$ cat config.mk
export PLATFORM = sky130hd
export DESIGN_NAME = zero_pattern_gen
export DESIGN_NICKNAME = d
export VERILOG_FILES = /design/src/rtl/zpg_pkg.sv /design/src/rtl/byte_zero_count.sv /design/src/rtl/zero_pattern_gen.sv
export SDC_FILE = /design/constraint.sdc
export NUM_CORES = 1
export LEC_CHECK = 0
export ABC_AREA = 1
export CAP_MARGIN = 25
export CORE_MARGIN = 3
export CORE_UTILIZATION = 45
export CTS_CLUSTER_DIAMETER = 40
export DETAILED_ROUTE_END_ITERATION = 10
export PLACE_DENSITY = 0.71
export SYNTH_ARGS = -nofsm -noshare
export SYNTH_HDL_FRONTEND = slang
export SYNTH_SLANG_ARGS = --single-unit
export TNS_END_PERCENT = 30
$ cat constraint.sdc
create_clock -name clk -period 4.1 [get_ports clk]
set_input_delay 1.025 -clock clk [delete_from_list [all_inputs] [get_ports clk]]
set_output_delay 1.025 -clock clk [all_outputs]
set_load 0.01 [all_outputs]
$ cat src/rtl/zpg_pkg.sv
// Shared types and defaults for the zero-pattern generator.
// Optional ordinal output is enabled with macro ZPG_INDEX_EN.
package zpg_pkg;

    localparam int ZPG_DATA_W = 8;

    typedef enum logic [1:0] {
        IDLE,
        SCAN,
        HOLD
    } zpg_state_t;

endpackage

$ cat src/rtl/byte_zero_count.sv
// Combinational count of zero bits in a DATA_W-bit word.
module byte_zero_count
    import zpg_pkg::*;
#(
    parameter  int DATA_W = ZPG_DATA_W,
    localparam int ZW     = $clog2(DATA_W + 1)
) (
    input  logic [DATA_W-1:0] data,
    output logic [ZW-1:0]     zeros
);

    always_comb begin
        zeros = '0;
        for (int i = 0; i < DATA_W; i++) begin
            if (!data[i]) begin
                zeros = zeros + ZW'(1);
            end
        end
    end

endmodule

$ cat src/rtl/zero_pattern_gen.sv
// Enumerates, in ascending order, every DATA_W-bit word with a requested number of zero bits.
// Defining ZPG_INDEX_EN adds the idx output carrying each word's ordinal in the sequence.
module zero_pattern_gen
    import zpg_pkg::*;
#(
    parameter  int DATA_W = ZPG_DATA_W,
    localparam int ZW     = $clog2(DATA_W + 1)
) (
    input  logic              clk,
    input  logic              rst,
    input  logic              start,
    input  logic [ZW-1:0]     zcount,
    input  logic              out_ready,
    output logic              out_valid,
    output logic [DATA_W-1:0] dout,
    output logic              last,
    output logic              busy,
    output logic              done,
    output logic              err
`ifdef ZPG_INDEX_EN
    ,
    output logic [DATA_W-1:0] idx
`endif
);

    localparam logic [ZW-1:0] ZMAX = ZW'(DATA_W);

    zpg_state_t        state, state_next;
    logic [DATA_W-1:0] cand, cand_next;
    logic [DATA_W-1:0] dout_next;
    logic [ZW-1:0]     zlat, zlat_next;
    logic              done_next, err_next;
    logic [ZW-1:0]     cand_zeros;
    logic [DATA_W-1:0] last_word;
    logic              is_last;

    byte_zero_count #(.DATA_W(DATA_W)) u_zero_count (
        .data  (cand),
        .zeros (cand_zeros)
    );

    // Highest word with zlat zeros; a shift by the full width yields 0 for zlat == DATA_W.
    assign last_word = {DATA_W{1'b1}} << zlat;
    assign is_last   = (dout == last_word);

    assign out_valid = (state == HOLD);
    assign last      = (state == HOLD) && is_last;
    assign busy      = (state != IDLE);

`ifdef ZPG_INDEX_EN
    logic [DATA_W-1:0] idx_q, idx_next;
    assign idx = idx_q;
`endif

    always_ff @(posedge clk or posedge rst) begin
        if (rst) begin
            state <= IDLE;
        end else begin
            state <= state_next;
        end
    end

    always_comb begin
        state_next = state;
        cand_next  = cand;
        dout_next  = dout;
        zlat_next  = zlat;
        done_next  = 1'b0;
        err_next   = 1'b0;
`ifdef ZPG_INDEX_EN
        idx_next   = idx_q;
`endif
        case (state)
            IDLE: begin
                if (start) begin
                    if (zcount > ZMAX) begin
                        err_next = 1'b1;
                    end else begin
                        zlat_next  = zcount;
                        cand_next  = '0;
                        state_next = SCAN;
`ifdef ZPG_INDEX_EN
                        idx_next   = '0;
`endif
                    end
                end
            end
            SCAN: begin
                if (cand_zeros == zlat) begin
                    dout_next  = cand;
                    state_next = HOLD;
                end else begin
                    cand_next = cand + DATA_W'(1);
                end
            end
            HOLD: begin
                // The last word is the numerically largest match, so the candidate never wraps.
                if (out_ready) begin
`ifdef ZPG_INDEX_EN
                    idx_next = idx_q + DATA_W'(1);
`endif
                    if (is_last) begin
                        state_next = IDLE;
                        done_next  = 1'b1;
                    end else begin
                        cand_next  = cand + DATA_W'(1);
                        state_next = SCAN;
                    end
                end
            end
            default: state_next = IDLE;
        endcase
    end

    always_ff @(posedge clk or posedge rst) begin
        if (rst) begin
            cand <= '0;
            dout <= '0;
            zlat <= '0;
            done <= 1'b0;
            err  <= 1'b0;
        end else begin
            cand <= cand_next;
            dout <= dout_next;
            zlat <= zlat_next;
            done <= done_next;
            err  <= err_next;
        end
    end

`ifdef ZPG_INDEX_EN
    always_ff @(posedge clk or posedge rst) begin
        if (rst) begin
            idx_q <= '0;
        end else begin
            idx_q <= idx_next;
        end
    end
`endif

endmodule
==> flow_summary.html <==
<table>
<tr><th>Metric</th><th>Value</th></tr>
<tr><th colspan="2">Logic synthesis</th></tr>
<tr><td>Post-Synthesis Net Count</td><td>321</td></tr>
<tr><td>Number of distinct library cell variants in the gate-level netlist after synthesis</td><td>31</td></tr>
<tr><td>Yosys Warn Count</td><td>0</td></tr>
<tr><td>Synthesized netlist cell count</td><td>301</td></tr>
<tr><td>Syn Area/Cell</td><td>approximately 7 um^2</td></tr>
<tr><td>Seq/Total Area, Yosys</td><td>between 20 and 30%</td></tr>
<tr><td>Cell area after synthesis</td><td>2110 um^2</td></tr>
<tr><td>Flip-flop and latch count after synthesis</td><td>24</td></tr>
<tr><th colspan="2">Placement</th></tr>
<tr><td>Routability congestion estimate from global placement</td><td>0.829</td></tr>
<tr><td>Quantity of I/O buffers inserted on ports</td><td>20</td></tr>
<tr><td>DP Cell Count</td><td>385</td></tr>
<tr><td>HPWL after detailed placement</td><td>between 3 and 4 mm</td></tr>
<tr><th colspan="2">Worst setup path</th></tr>
<tr><td>Reg2reg setup slack</td><td>-0.28 ns</td></tr>
<tr><td>Master of the slowest instance on the critical path</td><td>dfrtp_1</td></tr>
<tr><td>Worst reg2reg path depth</td><td>34</td></tr>
<tr><td>Data arrival time of the worst path</td><td>4.54 ns</td></tr>
<tr><td>CP startpoint kind</td><td>flop</td></tr>
<tr><td>Terminus of the critical flop-to-flop path</td><td>cand[7]$_DFFE_PP0P_</td></tr>
<tr><td>Source of the critical timing path</td><td>cand[1]$_DFFE_PP0P_</td></tr>
<tr><td>Endpoint class of the critical path</td><td>flop</td></tr>
<tr><td>Startpoint of the worst register-to-register path</td><td>cand[1]$_DFFE_PP0P_</td></tr>
<tr><td>CP dominant cell by count</td><td>buf_4</td></tr>
<tr><td>Crit Path Max Fanout</td><td>6</td></tr>
<tr><td>Maximum cell stage delay along the critical path</td><td>0.40 ns</td></tr>
<tr><td>Startpoint-to-endpoint class of the critical path</td><td>reg2reg</td></tr>
<tr><td>Worst setup path endpoint</td><td>cand[7]$_DFFE_PP0P_</td></tr>
<tr><td>Required time reported for the critical path endpoint</td><td>4.26 ns</td></tr>
<tr><th colspan="2">Timing</th></tr>
<tr><td>Worst Clk Skew</td><td>0.00374 ns</td></tr>
<tr><td>Final Hold Violating Endpoints</td><td>0</td></tr>
<tr><td>Max-slew headroom at the worst pin</td><td>between 30% and 40%</td></tr>
<tr><td>Tmin final</td><td>~4.4 ns</td></tr>
<tr><td>Period utilisation layout</td><td>107%</td></tr>
<tr><td>Least setup slack across all paths after layout</td><td>-0.276 ns</td></tr>
<tr><td>Number of max-slew violations in the final report</td><td>0</td></tr>
<tr><td>Fmax</td><td>229 MHz</td></tr>
<tr><td>Sum Neg Setup Slack</td><td>-4.44 ns</td></tr>
<tr><td>Unrepaired setup endpoints after global routing</td><td>yes</td></tr>
<tr><td>Slew of the pin with the lowest slew margin</td><td>between 0.9 and 1 ns</td></tr>
<tr><td>Final Setup Violations</td><td>18</td></tr>
<tr><th colspan="2">Run status</th></tr>
<tr><td>Failing checks</td><td>setup timing</td></tr>
<tr><td>Outcome</td><td>finished with violations</td></tr>
<tr><th colspan="2">Final layout</th></tr>
<tr><td>Register area</td><td>around 600 um^2</td></tr>
<tr><td>NumNets Final</td><td>between 300 and 400</td></tr>
<tr><td>P&amp;R area growth vs syn</td><td>41.2%</td></tr>
<tr><td>Filler instances</td><td>371</td></tr>
<tr><td>Non-Filler Instances</td><td>just over 400</td></tr>
<tr><td>Fraction of final layout cells sized beyond drive strength 1</td><td>35.4%</td></tr>
<tr><td>Number of antenna repair diodes</td><td>0</td></tr>
<tr><td>Multi-input combinational cell area</td><td>1510 um^2</td></tr>
<tr><th colspan="2">Clock network</th></tr>
<tr><td>CTS tree</td><td>done</td></tr>
<tr><td>Htree depth</td><td>1</td></tr>
<tr><td>Clk sinks</td><td>24</td></tr>
<tr><td>Max Root-Sink Buffers</td><td>2</td></tr>
<tr><td>Clock latency on the worst-skew pair</td><td>0.27 ns</td></tr>
<tr><td>Number of buffers created by CTS</td><td>3</td></tr>
<tr><td>Clock-pin slew reported for the worst setup and hold paths after clock tree synthesis</td><td>0.08 ns</td></tr>
<tr><td>Buffer type at the clock tree root</td><td>clkbuf_8</td></tr>
<tr><th colspan="2">Floorplan</th></tr>
<tr><td>Area of the die</td><td>5540 um^2</td></tr>
<tr><td>Core area</td><td>4440 um^2</td></tr>
<tr><td>Height of the chip</td><td>74.4 um</td></tr>
<tr><td>Row count</td><td>24</td></tr>
<tr><td>Starting density of the core</td><td>47.4%</td></tr>
<tr><td>Number of top-level design ports</td><td>21</td></tr>
<tr><td>Die boundary width</td><td>74.4 um</td></tr>
<tr><th colspan="2">Global routing</th></tr>
<tr><td>First-pass GRT wire length</td><td>between 8 and 9 mm</td></tr>
<tr><td>GRT Util Overall</td><td>between 20% and 30%</td></tr>
<tr><td>Via count of the first global-routing pass</td><td>1,985</td></tr>
<tr><td>Pin count of the biggest net entering global routing</td><td>25</td></tr>
<tr><td>Grt ovf</td><td>0</td></tr>
<tr><td>Number of antenna violations at the first check in global routing</td><td>0</td></tr>
<tr><th colspan="2">Routing</th></tr>
<tr><td>Detailed-route wire length per cell</td><td>13.2 um</td></tr>
<tr><td>Antenna Nets Post-Route</td><td>0</td></tr>
<tr><td>Vias/cell</td><td>5.18</td></tr>
<tr><td>Initial DRC Count</td><td>162</td></tr>
<tr><td>Aggregate routed wire length</td><td>roughly 5.4 mm</td></tr>
<tr><td>Total DRC errors in the routed layout</td><td>0</td></tr>
<tr><td>Vias</td><td>2,131</td></tr>
<tr><td>First-pass iteration count of the detailed router</td><td>4</td></tr>
<tr><th colspan="2">Run</th></tr>
<tr><td>Number of max-cap violations</td><td>0</td></tr>
<tr><th colspan="2">Worst hold path</th></tr>
<tr><td>Hold WC Path Type</td><td>reg2reg</td></tr>
</table>
-- routing by layer --
layer,global-route usage [%],wire [um]
met1,27.2,2530
met3,3.51,164
met5,0,0
met2,33.3,2660
met4,5.73,84
-- worst max-delay path, delay by kind of cell (launching register included) --
kind | cells | cell delay [ns]
adders and majority gates | 2 | 0.56
and+or+nand+nor | 14 | 1.19
buffers and inverters | 18 | 2.13
DFF | 1 | 0.40
-- what timing repair did --
action	in CTS	in global routing
hold buffers	0	0
resized for setup	18	24
setup endpoints to repair	18	18
setup buffers	19	2
gates cloned	2	0
pin swaps	16	18
-- synth_stat cells --
cell type	number	area, um^2
nand4_1	3	18.8
a21boi_1	1	7.51
clkbuf_1	1	3.75
nand3b_2	1	11.3
o21ai_2	8	70.1
nand3_4	1	17.5
nand3_2	12	120
or2_1	1	6.26
buf_2	4	20.0
clkinv_1	1	3.75
o21ai_0	3	15.0
nand3b_1	1	7.51
nand2_2	8	50.1
nand3_1	33	165
ha_1	12	150
inv_1	32	120
o211ai_1	1	7.51
nor4_1	2	12.5
or2_2	4	25.0
buf_6	3	33.8
o31ai_1	1	7.51
dfrtp_1	24	601
nor2_1	22	82.6
nor3_1	2	10.0
xnor2_1	6	52.6
nand2_1	90	338
a21oi_1	9	45.0
inv_6	1	8.76
nor2_4	1	11.3
inv_2	6	22.5
xor2_1	7	61.3
-- cell type report --
| type | count | share of cell area (%) |
|---|---|---|
| well taps | 52 | 2.19 |
| repair buffers | 63 | 19.9 |
| inverters | 40 | 5.43 |
| flip-flops and latches | 24 | 20.2 |
| multi-input cells | 229 | 50.9 |
| clock buffers | 3 | 1.39 |
-- cells in the final DEF (no fill, tap or decap), types with 3 or more instances in the layout --
cell and instances:
xor2_1 6, a21oi_1 9, nor2_1 21, buf_4 38, nand2_4 10, o21ai_2 8
nand2_1 70, clkdlybuf4s50_1 20, nand2_2 18, xnor2_1 6, o21ai_0 3, nand4_1 3
clkbuf_8 3, dfrtp_1 23, nand3_2 16, inv_1 28, inv_2 8, ha_4 5
nand3_1 29, ha_1 6
-- worst min-delay path by stage --
stage,start,end,slack [ns],depth (start not counted)
final,dout[3]$_DFFE_PP0P_,dout[3]$_DFFE_PP0P_,0.55,2
after global routing,dout[4]$_DFFE_PP0P_,dout[4]$_DFFE_PP0P_,0.58,2
after CTS,dout[3]$_DFFE_PP0P_,dout[3]$_DFFE_PP0P_,0.55,2
after detailed placement,dout[2]$_DFFE_PP0P_,dout[2]$_DFFE_PP0P_,0.53,2
after floorplan,cand[1]$_DFFE_PP0P_,cand[1]$_DFFE_PP0P_,0.51,2
after global placement,dout[6]$_DFFE_PP0P_,dout[6]$_DFFE_PP0P_,0.53,2
-- cell families after synthesis --
| kind of cell | Yosys count | share of synthesized area (%) |
|---|---|---|
| buf+inv | 48 | 10.1 |
| fa+ha+maj | 12 | 7.13 |
| compound gates | 23 | 7.25 |
| flops | 24 | 28.5 |
| simple gates | 181 | 41.6 |
| xor+xnor | 13 | 5.41 |
-- flip-flops by register name, indices dropped and copies added (netlist names) --
name   flops
err        1
cand       8
dout       8
zlat       4
state      2
done       1
-- through the flow --
step	hold WS [ns]	util, %	setup WS, ns	cell area (um^2)
4_1_cts	0.552	64.4	-0.244	2860
3_3_place_gp	0.529	57.5	-0.150	2550
2_1_floorplan	0.508	-	-0.0723	2180
6_report	0.548	66.9	-0.276	2970
3_5_place_dp	0.532	57.5	-0.283	2550
5_1_grt	0.581	66.9	-0.478	2970
Power is not shown: default switching activity piles up to over one toggle a cycle in this logic, so the estimate is an artifact.
==> patch, RTL diff (config.mk and constraints unchanged) <==
Take the reset off `dout` and load it in a clocked block of its own.
--- a/src/rtl/zero_pattern_gen.sv
+++ b/src/rtl/zero_pattern_gen.sv
@@ -116,5 +116,4 @@
         if (rst) begin
             cand <= '0;
-            dout <= '0;
             zlat <= '0;
             done <= 1'b0;
@@ -122,9 +121,12 @@
         end else begin
             cand <= cand_next;
-            dout <= dout_next;
             zlat <= zlat_next;
             done <= done_next;
             err  <= err_next;
         end
+    end
+
+    always_ff @(posedge clk) begin
+        dout <= dout_next;
     end
 
Formal check against the unedited RTL: differs if rst is asserted again (counterexample within 4 cycles, from zero or initial values and one cycle with rst high); with rst held inactive, the same outputs for 10 cycles.
==> patch against the original RTL <==
Cell count down 10%. Sequential cell count unchanged. Clock skew about the same. Final area down 11%. Wire length fell by 13%. First-iteration DRC count down 36%. Worst setup slack better by 0.36 ns. Synthesized area decreased by 7.0%. Core utilization shrank 2.1 points.
Power is left out: the tool's default activity adds up to more than one toggle a clock period on the data nets, which glitch-free logic cannot reach.
==> patch: results <==
group,metric,value,unit
synthesis,synthArstFlopShare,66.7,%
synthesis,synthXorXnorAreaFrac,4.92,%
critical_path,r2r_slack,0.08,ns
cts,postCtsSetupBuffers,11,
global_route,grt_pass1_wl,8030,microns
global_route,gr-usage-met3,3.32,%
place,dpl.cell_count,355,
critical_path,rr_startpoint,"cand[0]$_DFFE_PP0P_",
sta,whs,0.559,ns
synthesis,synth_warnings,0,
global_route,grtUsageTotal,19.5,%
place,port_buffers,20,
cts,htreeDepth,1,
synthesis,synth_edf_count,8,
cts,ctsResizeCount,6,
place,post_dp_cell_area,0.00235,sq mm
sta,skew,0.00377,ns
detailed_routing,met2WireLength,2340,microns
critical_path,worstPathArrival,4.01,ns
synthesis,ys_seq_area_share,32.7,%
place,gp_routability_congestion,0.831,
sta,max_slew_margin,46.5,%
critical_path,crit_fanout,8,
detailed_routing,drtIter0Drc,104,
final_layout,fillCellCount,375,
global_route,met1_usage,27.4,%
global_route,grt_use_met2,32.3,%
synthesis,syn_avg_cell_area,7.15,sq um
hold_path,min_to,"zlat[1]$_DFFE_PP0P_",
synthesis,muxShareOfSynthArea,0,%
critical_path,cp_slowest_cell,"dfrtp_1",
critical_path,reg2regPathDepth,25,
synthesis,synthTopCellsByCount,"nand2_1 (77), inv_1 (42), nand3_1 (30), nor2_1 (21), dfrtp_1 (16)",
final_layout,drive_gt1_share,27.0,%
hold_path,hold_depth,2,
hold_path,hp-start,"zlat[1]$_DFFE_PP0P_",
detailed_routing,wl_per_cell,12.8,microns
detailed_routing,met1Wirelength,2240,microns
final_layout,final_cells,369,
sta,finalSetupViolations,0,
synthesis,yosysUniqueCellTypes,30,
critical_path,reg2reg_to,"dout[3]$_DFFE_PP_",
global_route,grt_max_degree,17,
detailed_routing,vias_per_cell,4.95,
synthesis,synth_compound_area_share,3.96,%
place,place_hpwl,3450,microns
hold_path,hold_class,"register to register",
synthesis,synthAdderAreaFrac,7.66,%
run_status,status,"finished, final reports clean",
place,post-place-ws,-0.104,ns
detailed_routing,dr_wl_met3,131,microns
synthesis,synthTopCellsByArea,"dfrtp_1 (20%), nand2_1 (15%), edfxtp_1 (12%)",
cts,ctsLongestPathBuffers,2,
synthesis,synth_nets,294,
global_route,grt_pass1_vias,1721,
critical_path,critical_path.top_delay_family,"adder cells",
final_layout,nets,340,
-- patch: worst register-to-register path: cells and delay by family (launching register included) --
family,cells,cell delay (ns)
XOR/XNOR,1,0.19
adder cells (fa/ha/maj),6,1.46
buffers and inverters,4,0.33
flip-flops,1,0.40
AND/OR/NAND/NOR,14,1.37
-- patch: cell type report --
class                           instances  area [sq um]  share of cell area (%)
Multi-Input combinational cell        202          1300                    49.2
Sequential cell                        24           641                    24.2
Timing Repair Buffer                   44           393                    14.8
Inverter                               45           178                    6.71
Tap cell                               50          62.6                    2.36
Clock buffer                            3          41.3                    1.56
Clock inverter                          1          30.0                    1.13
-- patch: worst max-delay path by stage --
stage,to,slack (ns),cells past startpoint
global placement,dout[6]$_DFFE_PP_,-0.006,25
CTS,dout[3]$_DFFE_PP_,0.009,24
global route,dout[3]$_DFFE_PP_,-0.08,25
floorplan,dout[0]$_DFFE_PP_,0.04,25
detailed placement,dout[3]$_DFFE_PP_,-0.10,25
finish,dout[3]$_DFFE_PP_,0.08,25
